==> src/rtl/regfile_sb.sv <==
// -----------------------------------------------------------------------------
// regfile_sb
// Integer register file with same-cycle write-to-read bypass and a per-register
// busy scoreboard for long-latency producers (loads, CSR reads).
//
// Ports:
//   clk, rst_n              clock, asynchronous active-low reset
//   wb_rd_wen_i/idx_i/wdata_i  writeback write port (x0 writes dropped)
//   rsN_ren_i, rsN_idx_i    decode read requests (ren only gates stall_o)
//   rsN_rdata_o             combinational read data, bypassed from writeback
//   issue_set_i/rd_idx_i    marks rd busy from the next cycle on
//   rsN_busy_o              operand has an unresolved producer
//   stall_o                 decode must hold: an enabled operand is busy
//   busy_vec_o              raw scoreboard bits
// -----------------------------------------------------------------------------
module regfile_sb #(
    parameter int XLEN = 32,
    parameter int NREG = 32
) (
    input  logic            clk,
    input  logic            rst_n,
    input  logic            wb_rd_wen_i,
    input  logic [4:0]      wb_rd_idx_i,
    input  logic [XLEN-1:0] wb_rd_wdata_i,
    input  logic            rs1_ren_i,
    input  logic [4:0]      rs1_idx_i,
    input  logic            rs2_ren_i,
    input  logic [4:0]      rs2_idx_i,
    output logic [XLEN-1:0] rs1_rdata_o,
    output logic [XLEN-1:0] rs2_rdata_o,
    input  logic            issue_set_i,
    input  logic [4:0]      issue_rd_idx_i,
    output logic            rs1_busy_o,
    output logic            rs2_busy_o,
    output logic            stall_o,
    output logic [NREG-1:0] busy_vec_o
);

    logic [XLEN-1:0] regs_r [NREG];
    logic [NREG-1:0] busy_r;
    logic [XLEN-1:0] rs1_rdata_s;
    logic [XLEN-1:0] rs2_rdata_s;
    logic            rs1_busy_s;
    logic            rs2_busy_s;

    // Register storage: x0 is held at zero, all others take writeback data.
    always_ff @(posedge clk or negedge rst_n) begin
        if (!rst_n) begin
            for (int i = 0; i < NREG; i++) begin
                regs_r[i] <= '0;
            end
        end else begin
            regs_r[0] <= '0;
            for (int i = 1; i < NREG; i++) begin
                if (wb_rd_wen_i && (wb_rd_idx_i == 5'(i))) begin
                    regs_r[i] <= wb_rd_wdata_i;
                end else begin
                    regs_r[i] <= regs_r[i];
                end
            end
        end
    end

    // Scoreboard: a new issue to the same rd outranks the retiring writeback,
    // so the bit stays set for the new producer.
    always_ff @(posedge clk or negedge rst_n) begin
        if (!rst_n) begin
            busy_r <= '0;
        end else begin
            busy_r[0] <= 1'b0;
            for (int i = 1; i < NREG; i++) begin
                if (issue_set_i && (issue_rd_idx_i == 5'(i))) begin
                    busy_r[i] <= 1'b1;
                end else if (wb_rd_wen_i && (wb_rd_idx_i == 5'(i))) begin
                    busy_r[i] <= 1'b0;
                end else begin
                    busy_r[i] <= busy_r[i];
                end
            end
        end
    end

    // rs1 read and hazard: a writeback landing this cycle is forwarded and
    // therefore also resolves the busy condition.
    always_comb begin
        rs1_rdata_s = '0;
        rs1_busy_s  = 1'b0;
        if (rs1_idx_i == 5'd0) begin
            rs1_rdata_s = '0;
            rs1_busy_s  = 1'b0;
        end else if (wb_rd_wen_i && (wb_rd_idx_i == rs1_idx_i)) begin
            rs1_rdata_s = wb_rd_wdata_i;
            rs1_busy_s  = 1'b0;
        end else begin
            rs1_rdata_s = regs_r[rs1_idx_i];
            rs1_busy_s  = busy_r[rs1_idx_i];
        end
    end

    // rs2 read and hazard, same rules as rs1.
    always_comb begin
        rs2_rdata_s = '0;
        rs2_busy_s  = 1'b0;
        if (rs2_idx_i == 5'd0) begin
            rs2_rdata_s = '0;
            rs2_busy_s  = 1'b0;
        end else if (wb_rd_wen_i && (wb_rd_idx_i == rs2_idx_i)) begin
            rs2_rdata_s = wb_rd_wdata_i;
            rs2_busy_s  = 1'b0;
        end else begin
            rs2_rdata_s = regs_r[rs2_idx_i];
            rs2_busy_s  = busy_r[rs2_idx_i];
        end
    end

    assign rs1_rdata_o = rs1_rdata_s;
    assign rs2_rdata_o = rs2_rdata_s;
    assign rs1_busy_o  = rs1_busy_s;
    assign rs2_busy_o  = rs2_busy_s;
    assign stall_o     = (rs1_ren_i & rs1_busy_s) | (rs2_ren_i & rs2_busy_s);
    assign busy_vec_o  = busy_r;

endmodule

==> config.mk <==
export PLATFORM = sky130hd
export DESIGN_NAME = regfile_sb
export DESIGN_NICKNAME = d
export VERILOG_FILES = /design/src/rtl/regfile_sb.sv
export SDC_FILE = /design/constraint.sdc
export NUM_CORES = 2
export LEC_CHECK = 0
export ABC_AREA = 1
export CORE_ASPECT_RATIO = 0.5
export CORE_MARGIN = 1
export CORE_UTILIZATION = 45
export CTS_CLUSTER_SIZE = 20
export DETAILED_ROUTE_END_ITERATION = 16
export SLEW_MARGIN = 40
export SYNTH_ARGS = -nofsm -noshare
export SYNTH_HDL_FRONTEND = slang
export SYNTH_SLANG_ARGS = --single-unit
export TNS_END_PERCENT = 10
==> constraint.sdc <==
create_clock -name clk -period 2 [get_ports clk]
set_clock_uncertainty 0.15 [all_clocks]
set_input_delay 0.4 -clock clk [delete_from_list [all_inputs] [get_ports clk]]
set_output_delay 0.4 -clock clk [all_outputs]
set_load 0.01 [all_outputs]
==> flow_summary_export.csv <==
group,metric,value,unit
sta,relSlewSlack,0.562,
cts,cts_buffer_depth,3,
pwr,ir_worst_vdd,0.748,mV
synthesis,synthCells,8200,
grt,grt_first_pass_wirelength,401,mm
setup_path,reg2reg_to,"regs_r[853]",
route,drc,0,
cts,cts.sinks,1023,
synthesis,yosys-top-cells-area,"dfrtp_1 44%, nand2_1 16%, o21ai_0 10%",
layout,area_growth,31.8,%
setup_path,end_kind,"output pin",
sta,period_minus_slack,2820,ps
cts,clkTransAtPathRegs,70,ps
grt,track_usage,0.417,
floorplanning,start_util,0.457,
setup_path,critPathRequiredTime,1450,ps
layout,layout-drive-gt1-share,0.230,
synthesis,yosysUniqueCellTypes,35,
cts,insertion_delay,710,ps
synthesis,async_flop_share,1.00,
floorplanning,boundaryPins,157,
synthesis,ys_seq_area_frac,0.441,
sta,finalWorstSetupSlack,-819,ps
floorplanning,num_rows,92,
setup_path,reg2reg_from,"regs_r[853]",
synthesis,yosysTopAreaCell,"dfrtp_1",
pwr,p_switching,22400,uW
cts,numCtsBuffers,99,
synthesis,synth-warning-count,0,
cts,cts_root_buf,"clkbuf_16",
pwr,power_density,870,nW/um^2
synthesis,synth_top_flop_cell,"dfrtp_1",
setup_path,start_kind,"input pin",
synthesis,synth_fp_nets,8258,
synthesis,synth.avg_cell_area,7.07,um^2
setup_path,reg2reg_depth,5,
min_path,hp-class,"input pin to async pin",
route,drt_wl_total,276,mm
floorplanning,dieArea,130000,um^2
pwr,leakage,0.0360,uW
synthesis,synth_edf_count,0,
route,wire_per_inst,25.5,um
floorplanning,core,127000,um^2
setup_path,reg2reg_slack,860,ps
cts,htreeDepth,3,
flow_run,cap_violations,0,
setup_path,critPathArrivalTime,2270,ps
layout,nNetsFinal,9098,
setup_path,cp-startpoint,"rs1_idx_i[0]",
setup_path,worstSetupPathType,"input pin to output pin",
route,avgViaCountPerCell,5.95,
sta,max_freq,355,MHz
sta,period_share,1.41,
pwr,clkPwrFrac,0.296,
route,drt_iter0_markers,10100,
place,io_buffers,155,
sta,report.final.setup_viol,69,
synthesis,synth_common_cells,"2438 x nand2_1, 1210 x o21ai_0, 1023 x dfrtp_1",
grt,overflow,0,
pwr,p_int,44100,uW
pwr,switching_share,0.336,
run_status,outcome,"finished, violations left",
place,globalplace.congestion,1.05,
setup_path,critPathCapture,"rs1_rdata_o[1]",
sta,tightest_slew,657,ps
setup_path,cp_max_fo,29,
place,place_area,70900,um^2
cts,cts_tree,"done",
floorplanning,die_w,510,um
synthesis,synth-seq-cells,1023,
synthesis,synth_area,58000,um^2
route,dr.pass1.iters,7,
grt,grt_max_degree,93,
sta,fin_setup_tns,-46160,ps
route,vias,64400,
place,hpwl,191,mm
route,ant_nets,0,
layout,postLayoutCoreUtil,0.602,
pwr,p_seq_frac,0.413,
floorplanning,die_y,256,um
grt,antenna_found_initial,10,
run_status,failed_checks,"negative setup slack",
synthesis,synth.most_common_cell,"nand2_1",
grt,grt_pass1_vias,58700,
sta,rsz0062_at_grt,"yes",
layout,fin_area,76400,um^2
sta,hold_viol_final,0,
synthesis,yosysTopAreaCellShare,0.441,
sta,slew_viol_final,0,
pwr,power_frac_comb,0.291,
[cells by family (layout without fill, tap and decap cells)]
family | after synthesis | after routing | share of synthesized area
AO/OA/AOI/OAI | 1998 | 1998 | 0.186
buffers and inverters | 1286 | 2206 | 0.0958
flip-flops | 1023 | 1023 | 0.441
other | 1 | 6 | 0.0000647
AND/OR/NAND/NOR | 3892 | 3892 | 0.277
[metal layers]
| layer | vias up | global-route usage | part of all wire |
|---|---|---|---|
| li1 | 28600 | - | - |
| met1 | 30500 | 0.607 | 0.41 |
| met2 | 4498 | 0.572 | 0.40 |
| met3 | 818 | 0.125 | 0.15 |
| met4 | 0 | 0.169 | 0.048 |
| met5 | - | 0 | 0 |
[registers in the layout, indices dropped and copies added, names as in the netlist]
register	cells
busy_vec_o	31
regs_r	992
[worst min-delay path by stage]
stage	start	endpoint	slack, ps	depth (start not counted)
2_1_floorplan	rst_n	busy_vec_o[10]	-50	0
3_3_place_gp	rst_n	regs_r[247]	120	1
3_5_place_dp	rst_n	regs_r[247]	120	1
4_1_cts	rst_n	regs_r[791]	210	3
5_1_grt	rst_n	regs_r[793]	240	3
6_report	rst_n	regs_r[791]	260	3
[final cells by class]
class	instances	area [um^2]
multi-input cells	5891	28800
clock buffers	154	2990
flip-flops and latches	1023	25600
inverters	581	2260
repair buffers	1444	14400
well taps	1692	2120
clock inverters	27	272
fillers	11600	50400
diodes	5	12.5
[worst max-delay path, stage by stage]
cell,delay [ps]
buf_16,150
inv_8,150
buf_16,200
buf_16,220
nand2_1,70
o21ai_0,70
nand2_1,100
a21oi_2,170
nor2_1,60
nand2_1,110
nand2_1,80
a21oi_2,170
clkdlybuf4s15_2,250
[layout by cell type, fill, tap and decap left out, types with 182 or more instances in the layout]
cell type	instances
nand2_1	2314
o21ai_0	1157
buf_4	1040
dfrtp_1	1022
nand3_1	614
nor2_1	486
inv_1	476
a21oi_1	321
o211ai_1	275
buf_12	240
o21ai_1	182
[per-stage QoR]
stage	std cells	hold WS [ps]	worst slack [ps]	power, uW
after floorplan	8200	-45.6	-47.1	36300
after global placement	10600	120	-1470	45300
after detailed placement	10600	118	-1440	45600
after CTS	10800	213	-775	65600
after global routing	10800	242	-899	69400
final	10800	256	-819	66500
[power by group through the flow]
| stage | Combinational, uW | Clock, uW | Sequential [uW] |
|---|---|---|---|
| 2_1_floorplan | 9020 | 0 | 27200 |
| 3_3_place_gp | 17800 | 0 | 27500 |
| 3_5_place_dp | 18000 | 0 | 27600 |
| 4_1_cts | 18600 | 19700 | 27300 |
| 5_1_grt | 21100 | 20500 | 27800 |
| 6_report | 19300 | 19700 | 27400 |
[timing repair]
item,4_1_cts,5_1_grt
endpoints found under the hold margin,867,0
cloned,3,2
pin swaps,212,68
hold buffers,2,0
resized for setup,710,162
setup buffers,25,16
setup endpoints to repair,98,70
Power figures use the tool's default switching activity.
==> RTL edit (config.mk and constraints unchanged) <==
Set the parameter `NREG` to 16 (it was 32).
--- a/src/rtl/regfile_sb.sv
+++ b/src/rtl/regfile_sb.sv
@@ -16,5 +16,5 @@
 module regfile_sb #(
     parameter int XLEN = 32,
-    parameter int NREG = 32
+    parameter int NREG = 16
 ) (
     input  logic            clk,
Ports: changed (resized busy_vec_o); port bits go from 157 to 141. The function was not compared with the original's and may differ.
==> RTL edit against the original RTL <==
  * The flow still finishes with violations (negative setup slack)
  * Worst setup slack improved by 0.40 ns
  * Sequential share of layout area shrank 0.76 points
  * Design area decreased by 50%
  * Area after synthesis down 50%
  * Routed wire length fell by 56%
  * Power decreased by 51%
  * Sequential cell count is 528 lower
  * Highest routed layer is now met5
  * Critical path type unchanged
==> RTL edit: results (changes against the original RTL) <==
Outcome
  • Status: complete, but fails checks
  • Failing checks: negative setup slack

Setup path
  • Worst path slowest cell: buf_12
  • Slowest Stage Delay on Critical Path: 0.19 ns (-0.06 ns)
  • Crit path DAT: 1.86 ns (-0.41 ns)

STA
  • Final WS setup: -0.4144 ns (+0.4044 ns)
  • Setup TNS: -22.32 ns (+23.84 ns)
  • Final setup fails: 67 (-2.9%)

Clock tree
  • Htree depth: 2 (-1)
  • Number of buffers created by CTS: 50 (-49%)

Synthesis
  • Compound-Gate Fraction of Synth Area: 12.08% (-6.5 points)
  • Post-Syn Nets: 4265 (-48%)
  • Unique cell type count in the Yosys netlist: 30 (-14%)
  • Main area contributors after synthesis: dfrtp_1, nand2_1, nand3_1
  • Mapped Cells: 4207 (-49%)
  • List of most frequent post-synthesis cells: nand2_1, nand3_1, dfrtp_1

Placed design
  • Routability cong.: 0.9313 (-11%)
  • Placement Setup Slack: -1.051 ns (+0.3923 ns)
  • Post-DP HPWL: 77900 µm (-59%)
  • IO buf count: 139 (-10%)

Power
  • Maximum VDD drop: 0.6091 mV (-19%)

Final layout
  • Layout Cells excl Fill: 5409 (-50%)
  • Max FFs per register: 480 (-52%)
  • FILL cells: 5774 (-50%)
  • Nets: 4587 (-50%)
  • Layout cells sized above 1: 21.50% (-1.5 points)

Global routing
  • All-layer global routing usage: 36.02% (-5.7 points)
  • Via count of the first global-routing pass: 29350 (-50%)
  • First-pass GRT wire length: 181000 µm (-55%)

Drt
  • Via/cell ratio: 5.867 (-1.5%)
  • First-pass detailed-route iteration total: 6 (-1)
-- RTL edit: routing by layer --
metal	GRT usage, %	vias to the layer above	part of all wire [%]
li1	-	14400	-
met1	52.92	15130	42
met2	52.78	1908	42
met3	7.333	295	12
met4	11.83	4	3.3
met5	0	-	0.022
-- RTL edit: final timing paths --
path	start	to	slack (ns)	depth (start not counted)
max in group asynchronous	rst_n	regs_r[204]	0.72	3
worst max register to register	regs_r[196]	regs_r[196]	0.89	4
worst max-delay path	rs1_idx_i[0]	rs1_rdata_o[12]	-0.41	11
worst min register to register	regs_r[416]	regs_r[416]	0.36	2
worst min-delay path	rst_n	regs_r[466]	0.14	2
min in group clk	wb_rd_wen_i	busy_vec_o[6]	0.35	5
-- RTL edit: layout make-up --
type / count / area, µm² / area share, %
Clock buffer: 73 / 1521 / 4.022
Inverter: 243 / 953.4 / 2.520
Timing Repair Buffer: 622 / 6611 / 17.48
Tap cell: 837 / 1047 / 2.768
Timing Repair inverter: 1 / 11.26 / 0.02977
Multi-Input combinational cell: 3116 / 15020 / 39.71
Sequential cell: 495 / 12390 / 32.75
Clock inverter: 18 / 262.8 / 0.6946
Antenna cell: 4 / 10.01 / 0.02646
-- RTL edit: report_power, final --
part	total [mW]	switching, mW	internal, mW
registers	13.4	1.42	12.0
logic	8.81	5.06	3.75
clock network	10.5	4.42	6.05
total	32.7	10.9	21.8
-- RTL edit: repair_timing --
| item | 4_1_cts | 5_1_grt |
|---|---|---|
| endpoints found under the setup margin | 82 | 68 |
| endpoints found under the hold margin | 341 | 0 |
| pin swaps | 28 | 61 |
| buffers inserted | 19 | 26 |
| gates cloned | 9 | 5 |
| hold buffers | 1 | 0 |
| resized for setup | 483 | 266 |
